**src/rtl/t03_mmio_pkg.sv**
```systemverilog
// Shared definitions for the game-side DPU MMIO writer: bus addresses,
// writer state encoding, word layouts and the coordinate saturation helper.
package t03_mmio_pkg;

  // Default DPU register addresses; the idle address is never decoded by the DPU.
  localparam logic [31:0] T03_STATUS_ADDR = 32'hFF00_0004;
  localparam logic [31:0] T03_POS_ADDR    = 32'hFF00_0008;
  localparam logic [31:0] T03_IDLE_ADDR   = 32'h0000_0000;

  typedef enum logic [1:0] {
    ST_IDLE      = 2'd0,
    ST_WR_STATUS = 2'd1,
    ST_WR_POS    = 2'd2,
    ST_DONE      = 2'd3
  } wr_state_e;

  // Status word layout (LSB positions); unlisted bits are zero.
  localparam int unsigned ST_GAME_LSB     = 28;  // [30:28]
  localparam int unsigned ST_P1STATE_LSB  = 26;  // [27:26]
  localparam int unsigned ST_P2STATE_LSB  = 24;  // [25:24]
  localparam int unsigned ST_P1HEALTH_LSB = 20;  // [23:20]
  localparam int unsigned ST_P2HEALTH_LSB = 16;  // [19:16]
  localparam int unsigned ST_P1LEFT_BIT   = 1;
  localparam int unsigned ST_P2LEFT_BIT   = 0;

  // Position word layout: one saturated byte per coordinate.
  localparam int unsigned POS_X1_LSB = 24;
  localparam int unsigned POS_Y1_LSB = 16;
  localparam int unsigned POS_X2_LSB = 8;
  localparam int unsigned POS_Y2_LSB = 0;

  // One frozen copy of everything that gets published.
  typedef struct packed {
    logic [2:0]  game_state;
    logic [1:0]  p1_state;
    logic [1:0]  p2_state;
    logic [3:0]  p1_health;
    logic [3:0]  p2_health;
    logic        p1_left;
    logic        p2_left;
    logic [10:0] x1;
    logic [10:0] y1;
    logic [10:0] x2;
    logic [10:0] y2;
  } snapshot_t;

  // Clamp an 11-bit screen coordinate into one byte.
  function automatic logic [7:0] sat8(input logic [10:0] v);
    return (v > 11'd255) ? 8'hFF : v[7:0];
  endfunction

endpackage

```
**src/rtl/t03_mmio_pack.sv**
```systemverilog
// Combinational packing of a game-state snapshot into the status and
// position bus words. Also usable as a reference model on the DPU side.
module t03_mmio_pack
  import t03_mmio_pkg::*;
(
  input  snapshot_t   snap,
  output logic [31:0] status_word,
  output logic [31:0] pos_word
);

  // Place each field at its fixed bit position; coordinates saturate to a byte.
  always_comb begin
    // NOTE: every output gets a full default first so no path leaves it unassigned (no latch).
    status_word = '0;
    pos_word    = '0;

    status_word[ST_GAME_LSB     +: 3] = snap.game_state;
    status_word[ST_P1STATE_LSB  +: 2] = snap.p1_state;
    status_word[ST_P2STATE_LSB  +: 2] = snap.p2_state;
    status_word[ST_P1HEALTH_LSB +: 4] = snap.p1_health;
    status_word[ST_P2HEALTH_LSB +: 4] = snap.p2_health;
    status_word[ST_P1LEFT_BIT]        = snap.p1_left;
    status_word[ST_P2LEFT_BIT]        = snap.p2_left;

    pos_word[POS_X1_LSB +: 8] = sat8(snap.x1);
    pos_word[POS_Y1_LSB +: 8] = sat8(snap.y1);
    pos_word[POS_X2_LSB +: 8] = sat8(snap.x2);
    pos_word[POS_Y2_LSB +: 8] = sat8(snap.y2);
  end

endmodule

```
**src/rtl/t03_game_mmio_writer.sv**
```systemverilog
// Game-side MMIO writer: snapshots game state on commit and publishes it to
// the DPU as two held bus writes (status, then position), then pulses done.
// Commits arriving mid-transaction collapse into one follow-up request.
// Optional: define T03_MMIO_DIFF_EN to skip words equal to the last acked copy.
module t03_game_mmio_writer
  import t03_mmio_pkg::*;
#(
  parameter logic [31:0] STATUS_ADDR = T03_STATUS_ADDR,
  parameter logic [31:0] POS_ADDR    = T03_POS_ADDR,
  parameter logic [31:0] IDLE_ADDR   = T03_IDLE_ADDR
) (
  input  logic        clk,
  input  logic        rst,
  input  logic        commit,
  input  logic [2:0]  gameState,
  input  logic [1:0]  p1State,
  input  logic [1:0]  p2State,
  input  logic [3:0]  p1health,
  input  logic [3:0]  p2health,
  input  logic        p1Left,
  input  logic        p2Left,
  input  logic [10:0] x1,
  input  logic [10:0] y1,
  input  logic [10:0] x2,
  input  logic [10:0] y2,
  input  logic        bus_ack,
  output logic [31:0] addr,
  output logic [31:0] data,
  output logic        wen,
  output logic        busy,
  output logic        done
);

  wr_state_e   state_q, state_d;
  logic        pending_q, pending_d;
  logic        capture;
  snapshot_t   live_snap, snap_q, snap_d;
  logic [31:0] status_w, pos_w;
  logic [31:0] addr_d, data_d;
  logic        wen_d, busy_d, done_d;
  logic        status_same, pos_same;

  assign live_snap = '{game_state: gameState, p1_state: p1State, p2_state: p2State,
                       p1_health: p1health, p2_health: p2health,
                       p1_left: p1Left, p2_left: p2Left,
                       x1: x1, y1: y1, x2: x2, y2: y2};

  // A new snapshot is taken from IDLE on commit, or straight out of DONE when
  // a request is waiting (queued earlier or arriving in that very cycle).
  assign capture = ((state_q == ST_IDLE) && commit) ||
                   ((state_q == ST_DONE) && (pending_q || commit));

  // Pack what the snapshot will hold after this edge, so the registered bus
  // outputs can carry the new words in the same cycle the state advances.
  assign snap_d = capture ? live_snap : snap_q;

  t03_mmio_pack u_pack (
    .snap        (snap_d),
    .status_word (status_w),
    .pos_word    (pos_w)
  );

`ifdef T03_MMIO_DIFF_EN
  logic [31:0] shadow_status_q, shadow_pos_q;

  assign status_same = (status_w == shadow_status_q);
  assign pos_same    = (pos_w    == shadow_pos_q);

  // Remember the last word the DPU actually accepted at each address.
  always_ff @(posedge clk) begin
    if (rst) begin
      shadow_status_q <= '0;
      shadow_pos_q    <= '0;
    end else begin
      if ((state_q == ST_WR_STATUS) && bus_ack) shadow_status_q <= data;
      if ((state_q == ST_WR_POS)    && bus_ack) shadow_pos_q    <= data;
    end
  end
`else
  // Without change detection every word is always written.
  assign status_same = 1'b0;
  assign pos_same    = 1'b0;
`endif

  // Next state, pending request and the output values for the next state.
  always_comb begin
    state_d   = state_q;
    pending_d = pending_q;

    case (state_q)
      ST_WR_STATUS: begin
        if (commit)  pending_d = 1'b1;
        if (bus_ack) state_d   = pos_same ? ST_DONE : ST_WR_POS;
      end
      ST_WR_POS: begin
        if (commit)  pending_d = 1'b1;
        if (bus_ack) state_d   = ST_DONE;
      end
      ST_DONE: begin
        pending_d = 1'b0;
        if (!capture) state_d = ST_IDLE;
      end
      default: state_d = ST_IDLE;
    endcase

    if (capture) begin
      if (!status_same)   state_d = ST_WR_STATUS;
      else if (!pos_same) state_d = ST_WR_POS;
      else                state_d = ST_DONE;
    end

    addr_d = IDLE_ADDR;
    data_d = '0;
    wen_d  = 1'b0;
    busy_d = 1'b0;
    done_d = 1'b0;
    case (state_d)
      ST_WR_STATUS: begin
        addr_d = STATUS_ADDR;
        data_d = status_w;
        wen_d  = 1'b1;
        busy_d = 1'b1;
      end
      ST_WR_POS: begin
        addr_d = POS_ADDR;
        data_d = pos_w;
        wen_d  = 1'b1;
        busy_d = 1'b1;
      end
      ST_DONE: done_d = 1'b1;
      default: ;
    endcase
  end

  // State, snapshot and registered bus outputs; reset drops any in-flight write.
  always_ff @(posedge clk) begin
    if (rst) begin
      state_q   <= ST_IDLE;
      pending_q <= 1'b0;
      snap_q    <= '0;
      addr      <= IDLE_ADDR;
      data      <= '0;
      wen       <= 1'b0;
      busy      <= 1'b0;
      done      <= 1'b0;
    end else begin
      // NOTE: sequential state uses non-blocking assignments so every register samples pre-edge values.
      state_q   <= state_d;
      pending_q <= pending_d;
      snap_q    <= snap_d;
      addr      <= addr_d;
      data      <= data_d;
      wen       <= wen_d;
      busy      <= busy_d;
      done      <= done_d;
    end
  end

endmodule

```
**config.mk**
```make
export PLATFORM = sky130hd
export DESIGN_NAME = t03_game_mmio_writer
export DESIGN_NICKNAME = d
export VERILOG_FILES = /design/src/rtl/t03_mmio_pkg.sv /design/src/rtl/t03_mmio_pack.sv /design/src/rtl/t03_game_mmio_writer.sv
export SDC_FILE = /design/constraint.sdc
export NUM_CORES = 1
export LEC_CHECK = 0
export ABC_AREA = 1
export CORE_MARGIN = 5
export CORE_UTILIZATION = 47
export CTS_CLUSTER_SIZE = 8
export DETAILED_ROUTE_END_ITERATION = 16
export PLACE_DENSITY = 0.88
export SLEW_MARGIN = 30
export SYNTH_ARGS = -nofsm -noshare
export SYNTH_HDL_FRONTEND = slang
export SYNTH_SLANG_ARGS = --single-unit
```
**constraint.sdc**
```tcl
create_clock -name clk -period 3.3 [get_ports clk]
set_input_delay 0.33 -clock clk [delete_from_list [all_inputs] [get_ports clk]]
set_output_delay 0.33 -clock clk [all_outputs]
set_load 0.005 [all_outputs]
```
== Word level (Yosys, flattened, before mapping) ==
Index checks and enable logic that the tools add are counted.
Word-level totals
  register bits after elaboration: 130
  input port bits: 65
  output and inout bits: 67
  logic and storage cells: 52
Operators by class
  magnitude comparators: 4
  equality and inequality tests: 7
  mux-type cells: 15
  reductions and logical operators: 9
Operators with widths (count)
  32-bit case mux with 2 select lines: 2
  61-bit two-way mux: 1
  11-bit by 8-bit greater-than comparator with 1-bit output, second input constant: 4
  8-bit two-way mux: 4
  2-bit equality test, second input constant: 4
  2-bit two-way mux: 3
  2-bit by 1-bit equality test with 1-bit output, second input constant: 2
  2-bit case mux with 2 select lines: 1
  2-bit OR reduction: 2
  1-bit two-way mux: 3
  1-bit logical AND: 2
  2-bit logical NOT: 1
  1-bit logical OR: 2
  2-bit by 1-bit != test with 1-bit output, second input constant: 1
  1-bit case mux with 2 select lines: 1
  2-bit AND reduction: 1
  2-bit nonzero test: 1

== Longest topological paths before layout ==
Gate-level depths: netlist (run 1).
  depth after elaboration: 7
  mapped depth: 16

== Hierarchy ==
Synthesis (run 1) repeated with hierarchy kept, for this count alone.
Second synthesis, totals
  cells, all modules: 778
  area total of the unflattened synthesis: 5288.8 µm²
By module, submodules not included
  t03_game_mmio_writer: times used 1, cells each 673, area an instance 4704.5 µm²
  t03_mmio_pack: times used 1, cells each 105, area an instance 584.3 µm²

== Worst setup path before layout (run 1) ==
OpenSTA, ideal clock, no wires.
  path type: reg2reg
  start point: register state_q[0]
  end point: register data[21]
  arrival time: 2.303 ns
  setup slack: 0.939 ns
  stages on the path, launching flop included: 15
  buffers on the path: 3
  period minus slack after synthesis: 2.361 ns
  cell sequence: dfxtp_1 -> inv_1 -> ha_1 -> nand2_1 -> nand2_4 -> nand2_4 -> buf_6 -> buf_6 -> nand3_1 -> inv_1 -> ha_1 -> nor3_2 -> buf_2 -> nand2_1 -> nand2_1
Between the ends
  elaborated cells between the ends (all ways): 17
  those cells by class: order compare (1); eq/ne (5); mux (7); reduce/logical (4)
RTL lines
  start, declared: RTL line t03_game_mmio_writer.sv:34  | wr_state_e state_q, state_d;
  start signal, assigned: RTL line t03_game_mmio_writer.sv:148  | state_q <= state_d;
  branches (longest 3 deep; another with 2-bit equality test)
  2-bit two-way mux (*): RTL line t03_game_mmio_writer.sv:106  | if (capture) begin
  named net state_d[1]: RTL line t03_game_mmio_writer.sv:34
  2-bit equality test / 2-bit by 1-bit equality test with 1-bit output (equally long branches): RTL line t03_game_mmio_writer.sv:117  | case (state_d)
  32-bit case mux with 2 select lines (*): RTL line t03_game_mmio_writer.sv:117
  end signal, assigned: RTL line t03_game_mmio_writer.sv:152  | data <= data_d;
  end, declared: RTL line t03_game_mmio_writer.sv:28  | output logic [31:0] data,
Mark *: on every way through the listed nets, which the timed path passes.
A chain may end at the register's enable or synchronous reset.

== Worst setup path after layout (run 1) ==
  start point: register state_q[1]
  end point: register data[27]
Same word-level chain as after synthesis.

==> flow_metrics.env, run 1 <==
export IMPL_status="complete, no violations"
export IMPL_cts_repair_resize_count=0
export IMPL_hold_violations=0
export IMPL_rr_endpoint="data[27]$_SDFF_PP0_"
export IMPL_die_w_um=107
export IMPL_cts_setup_buffers=0
export IMPL_intPower_mw=1.80
export IMPL_die_h_um=107
export IMPL_cap_violations=0
export IMPL_yosysUniqueCellTypes=27
export IMPL_finalPower_mw=2.48
export IMPL_crit_arrival_ps=3010
export IMPL_gp_congestion=0.836
export IMPL_overflow=0
export IMPL_fin_tns_setup_ps=0
export IMPL_wirelength_um=10100
export IMPL_powerDensity_mw_per_mm2=439
export IMPL_row_count=35
export IMPL_setup_viol=0
export IMPL_drc=0
export IMPL_antenna_found_initial=0
export IMPL_ir_worst_vdd_mv=0.256
export IMPL_rsz0062_at_grt="false"
export IMPL_final_util_pct=61.1
export IMPL_critPathLaunchType="flip-flop"
export IMPL_reg2regPathDepth=14
export IMPL_grt_pass1_wl_um=16200
export IMPL_ctsRootBufferMaster="clkbuf_8"
export IMPL_hold_path_class="in -> reg"
export IMPL_p_sw_share_pct=27.3
export IMPL_syn_inst=620
export IMPL_holdPathEnd="snap_q[28]$_SDFF_PP0_"
export IMPL_area_growth_pct=26.4
export IMPL_wl_per_cell_um=11.9
export IMPL_syn_cell_area_mm2=0.00446
export IMPL_synth_seq_area_share_pct=44.8
export IMPL_synth_flop_cell="dfxtp_1"
export IMPL_min_period_over_period_pct=83.6
export IMPL_cts_tree="yes"
export IMPL_grt_use_total_pct=17.4
export IMPL_clock_sinks=100
export IMPL_viasPerCell=4.55
export IMPL_fin_skew_ps=11.3
export IMPL_slew_viol_final=0
export IMPL_synth_seq_cells=100
export IMPL_holdPathStages=2
export IMPL_p_seq_share_pct=51.8
export IMPL_grt_max_degree=99
export IMPL_io_pin_count=132
export IMPL_detail_route_antenna_nets=0
export IMPL_path_max_fanout=25
export IMPL_rrSetupSlack_ps=540
export IMPL_use_met1_pct=21.3
export IMPL_gr_usage_met2_pct=29.8
export IMPL_clock_latency_ps=360
export IMPL_numPortBuffers=109
export IMPL_yosysWarnings=0
export IMPL_dp_hpwl_um=7360
export IMPL_netlist_top_cells_area="dfxtp_1 45%, nand2_1 11%, inv_1 10%"
export IMPL_grt_busiest_layer="met2"
export IMPL_async_flop_share_pct=0
export IMPL_min_delay_start="rst"
export IMPL_drive_above_1_share_pct=5.03
export IMPL_via_count=3844
export IMPL_global_route_usage_met3_pct=3.24
export IMPL_relSlewSlack_pct=60.1
export IMPL_fin_crit_ps=2760
export IMPL_path_clk_slew_ps=100
export IMPL_avgSynthCellArea_um2=7.20
export IMPL_synth_area_leader_cell="dfxtp_1"
export IMPL_critical_path_class="reg -> reg"
export IMPL_coreArea_mm2=0.00924
export IMPL_reg2reg_from="state_q[1]$_SDFF_PP0_"
export IMPL_htree_levels=3
export IMPL_yosysMostFrequentCell="nand2_1"
export IMPL_postCtsHoldBufs=0
export IMPL_drt_initial_drc_count=196
export IMPL_first_global_vias=3641
export IMPL_start_util_pct=48.3
export IMPL_crit_path_end_kind="flip-flop"
export IMPL_power_switching_mw=0.675
export IMPL_max_freq_mhz=363
export IMPL_power_leakage_nw=2.71
export IMPL_n_antenna_cell=0
export IMPL_die_area_mm2=0.0115
export IMPL_cts_buffers=9
export IMPL_final_nets=783
export IMPL_worstMarginPinSlew_ps=595
export IMPL_synth_enable_flop_cells=0
export IMPL_first_pass_iters=4
export IMPL_cp_required_ps=3550
export IMPL_clockBufferDepth=2
export IMPL_synth_top_cells_by_count="136 x nand2_1, 124 x inv_1, 100 x dfxtp_1"
export IMPL_synth_top_area_share_pct=44.8
export IMPL_clockPowerShare_pct=31.0
export IMPL_pwr_share_comb_pct=17.2
-- critical path: stages (launching register included) --
cell and delay (ps):
dfxtp_1 350, inv_1 90, ha_1 140, nand2_1 80, nand2_4 250, nand2_4 110
nand3_1 150, inv_1 90, ha_1 310, nor2_1 70, nand2_1 80, buf_4 210
clkinv_1 440, nand2_1 230, nand2_1 60
-- registers in the layout (all words and copies together), names as in the netlist --
| register | count |
|---|---|
| addr | 3 |
| done | 1 |
| snap_q | 61 |
| state_q | 2 |
| pending_q | 1 |
| data | 32 |
-- kinds of logic after synthesis --
logic type	after synthesis	synth area share [%]
buffers and inverters	182	19.3
and+or+nand+nor	287	27.1
adders and majority gates	8	2.24
DFF	100	44.8
other	1	0.0840
AOI/OAI and AO/OA	42	6.39
-- how the worst max path moves through the flow --
stage / startpoint / end / slack, ps / depth (start not counted)
2_1_floorplan: state_q[0]$_SDFF_PP0_ / data[21]$_SDFF_PP0_ / 940 / 14
3_3_place_gp: commit / data[16]$_SDFF_PP0_ / 390 / 13
3_5_place_dp: commit / data[27]$_SDFF_PP0_ / 200 / 13
4_1_cts: state_q[1]$_SDFF_PP0_ / data[27]$_SDFF_PP0_ / 510 / 14
5_1_grt: state_q[1]$_SDFF_PP0_ / data[22]$_SDFF_PP0_ / 290 / 14
6_report: state_q[1]$_SDFF_PP0_ / data[27]$_SDFF_PP0_ / 540 / 14
-- layout make-up --
cell class | count | area [um2]
flip-flops and latches | 100 | 2000
fillers | 797 | 3600
repair buffers | 114 | 1140
clock buffers | 10 | 128
well taps | 129 | 161
multi-input cells | 359 | 1680
inverters | 126 | 473
clock inverters | 6 | 63.8
-- power groups by stage --
stage / Sequential [mW] / Combinational, mW / Clock [mW]
after floorplan: 1.31 / 0.306 / 0
after global placement: 1.31 / 0.408 / 0
after detailed placement: 1.31 / 0.425 / 0
after CTS: 1.28 / 0.428 / 0.778
after global routing: 1.29 / 0.482 / 0.828
final: 1.28 / 0.427 / 0.768
-- metal layers --
| layer | wire, um | vias up |
|---|---|---|
| li1 | - | 1966 |
| met5 | 0 | - |
| met3 | 609 | 20 |
| met4 | 248 | 0 |
| met2 | 4920 | 120 |
| met1 | 4280 | 1738 |
-- per-stage QoR --
stage,hold slack [ps],cells,worst slack (ps),cell area (um2)
6_report,398,844,543,5640
5_1_grt,411,844,286,5640
4_1_cts,391,844,511,5640
3_5_place_dp,515,828,197,5450
3_3_place_gp,501,828,391,5450
2_1_floorplan,482,641,939,4540
-- layout by cell type (no fill, tap or decap), drive strengths merged, types with 2 or more instances in the layout --
master / count
conb: 22
o21a: 17
nand2: 143
dfxtp: 100
nand3b: 4
nor3: 2
ha: 8
clkinv: 3
nand3: 24
inv: 126
clkinvlp: 2
o21ai: 22
buf: 6
nor2: 97
a21oi: 2
clkbuf: 10
clkdlybuf4s50: 108
nand4: 17
Note: power is estimated with default switching activity, not from simulation.
==> run 2: changes to the inputs <==
==> constraint.sdc (replaced) <==
create_clock -name clk -period 2.55 [get_ports clk]
set_input_delay 0.255 -clock clk [delete_from_list [all_inputs] [get_ports clk]]
set_output_delay 0.255 -clock clk [all_outputs]
set_load 0.005 [all_outputs]
==> run 2 against run 1 <==
Register-to-register slack worse by 280 ps. Non-clock buffer count is 3 higher. Combinational power is 29% higher. Cell count is 0.36% higher. Clock skew hardly changed. Die area stayed put. Critical path depth is 3 lower. Clock power is 58% higher. Design area is 1.5% higher. Fmax is 21% higher. Routed wire length is 0.93% higher. Sequential power is 30% higher. Largest power group unchanged. Highest routed layer unchanged.
==> flow_metrics.env, run 2 (synthesis results as in run 1) <==
export IMPL_row_count=35
export IMPL_die_w_um=107
export IMPL_first_pass_iters=4
export IMPL_clock_sinks=100
export IMPL_holdPathEnd="snap_q[24]$_SDFF_PP0_"
export IMPL_seqCellArea_mm2=0.00200
export IMPL_min_period_over_period_pct=89.5
export IMPL_coreArea_mm2=0.00924
export IMPL_drive_above_1_share_pct=5.57
export IMPL_dp_hpwl_um=7360
export IMPL_reg2regPathDepth=11
export IMPL_antenna_found_initial=0
export IMPL_max_freq_mhz=438
export IMPL_holdPathStages=2
export IMPL_fin_skew_ps=11.6
export IMPL_wirelength_um=10100
export IMPL_grt_use_total_pct=17.8
export IMPL_hold_path_class="in -> reg"
export IMPL_numPortBuffers=109
export IMPL_fin_crit_ps=2280
export IMPL_clock_latency_ps=350
export IMPL_rr_endpoint="data[2]$_SDFF_PP0_"
export IMPL_largest_register_ffs=61
export IMPL_viasPerCell=4.51
export IMPL_final_nets=786
export IMPL_mostFrequentLayoutCells="136 x nand2_1, 124 x inv_1, 108 x clkdlybuf4s50_1"
export IMPL_die_h_um=107
export IMPL_path_clk_slew_ps=100
export IMPL_overflow=0
export IMPL_fillers=788
export IMPL_wl_per_cell_um=12.0
export IMPL_ir_worst_vdd_mv=0.308
export IMPL_grt_pass1_wl_um=16600
export IMPL_cap_violations=0
export IMPL_area_growth_pct=28.3
export IMPL_final_util_pct=62.0
export IMPL_first_global_vias=3747
export IMPL_regMostFlops="snap_q"
export IMPL_hold_violations=0
export IMPL_path_max_fanout=65
export IMPL_cts_buffers=9
export IMPL_setup_viol=0
export IMPL_powerDensity_mw_per_mm2=597
export IMPL_relSlewSlack_pct=55.7
export IMPL_postCtsHoldBufs=0
export IMPL_rsz0062_at_grt="false"
export IMPL_biggestRegsByFlops="snap_q x61, data x32, addr x3"
export IMPL_detail_route_antenna_nets=0
export IMPL_crit_path_end_kind="flip-flop"
export IMPL_slew_viol_final=0
export IMPL_finalPower_mw=3.42
export IMPL_start_util_pct=48.3
export IMPL_whs_ps=303
export IMPL_critPathLaunchType="flip-flop"
export IMPL_status="complete, no violations"
export IMPL_critical_path_class="reg -> reg"
export IMPL_die_area_mm2=0.0115
export IMPL_stdcell_area_mm2=0.00573
export IMPL_via_count=3822
export IMPL_crit_arrival_ps=2520
export IMPL_power_leakage_nw=2.75
export IMPL_rrSetupSlack_ps=270
export IMPL_final_common_cell="nand2_1"
export IMPL_n_antenna_cell=0
export IMPL_fin_tns_setup_ps=0
export IMPL_htree_levels=3
export IMPL_cp_required_ps=2790
export IMPL_grt_max_degree=66
export IMPL_cts_tree="yes"
export IMPL_ctsRootBufferMaster="clkbuf_8"
export IMPL_drt_initial_drc_count=179
export IMPL_min_delay_start="rst"
export IMPL_gp_congestion=0.804
export IMPL_worstMarginPinSlew_ps=665
export IMPL_placed_area_mm2=0.00545
export IMPL_reg2reg_from="state_q[0]$_SDFF_PP0_"
export IMPL_multiInputGateArea_mm2=0.00168
export IMPL_drc=0
export IMPL_clockBufferDepth=2
export IMPL_io_pin_count=132
[run 2: how the worst max path moves through the flow]
stage	slack, ps	cells after the start	from	to
final	270	11	state_q[0]$_SDFF_PP0_	data[2]$_SDFF_PP0_
after global routing	50	11	state_q[0]$_SDFF_PP0_	data[2]$_SDFF_PP0_
after CTS	100	11	state_q[0]$_SDFF_PP0_	data[22]$_SDFF_PP0_
after detailed placement	10	12	commit	data[28]$_SDFF_PP0_
after global placement	100	12	commit	data[1]$_SDFF_PP0_
after floorplan	190	14	state_q[0]$_SDFF_PP0_	data[21]$_SDFF_PP0_
[run 2: final cells by class]
cell class | instances | share of cell area, %
inverter | 126 | 8.33
sequential | 100 | 35.0
multi-input combinational | 359 | 29.3
clock inverter | 5 | 1.88
tap | 129 | 2.82
clock buffer | 11 | 2.47
timing repair buffer | 117 | 20.2
[run 2: worst max-delay path, cell delays in order, from the launching register on]
cell     delay, ps
dfxtp_1        400
inv_1           80
ha_1           200
nand2_1        100
nand2_4         60
nand2_4         70
buf_4          530
nand2_1         90
o21ai_1        200
nand3_2        200
nor2_1         150
nor2_1          50
[run 2: layer usage]
metal | track usage, % | share of wire, % | vias to the layer above
met3 | 3.96 | 7.2 | 25
li1 | - | - | 1965
met5 | 0 | 0 | -
met4 | 8.48 | 2.6 | 0
met2 | 31.1 | 50 | 132
met1 | 20.4 | 41 | 1700
[run 2: repair_timing]
| action | in CTS | in global routing |
|---|---|---|
| setup buffers | 0 | 1 |
| resized for setup | 0 | 1 |
| endpoints found under the setup margin | 0 | 17 |
[run 2: report_power, final]
part           leakage, nW  total [mW]  switching, mW  internal, mW
clock                0.124        1.21          0.522         0.685
sequential           0.817        1.66         0.0233          1.64
combinational         1.81       0.552          0.312         0.240
total                 2.75        3.42          0.857          2.56
[run 2: per-stage QoR]
step | std cells | setup WS (ps)
6_report | 847 | 267
3_5_place_dp | 830 | 12.7
4_1_cts | 846 | 95.1
5_1_grt | 847 | 45.4
2_1_floorplan | 641 | 189
3_3_place_gp | 830 | 104
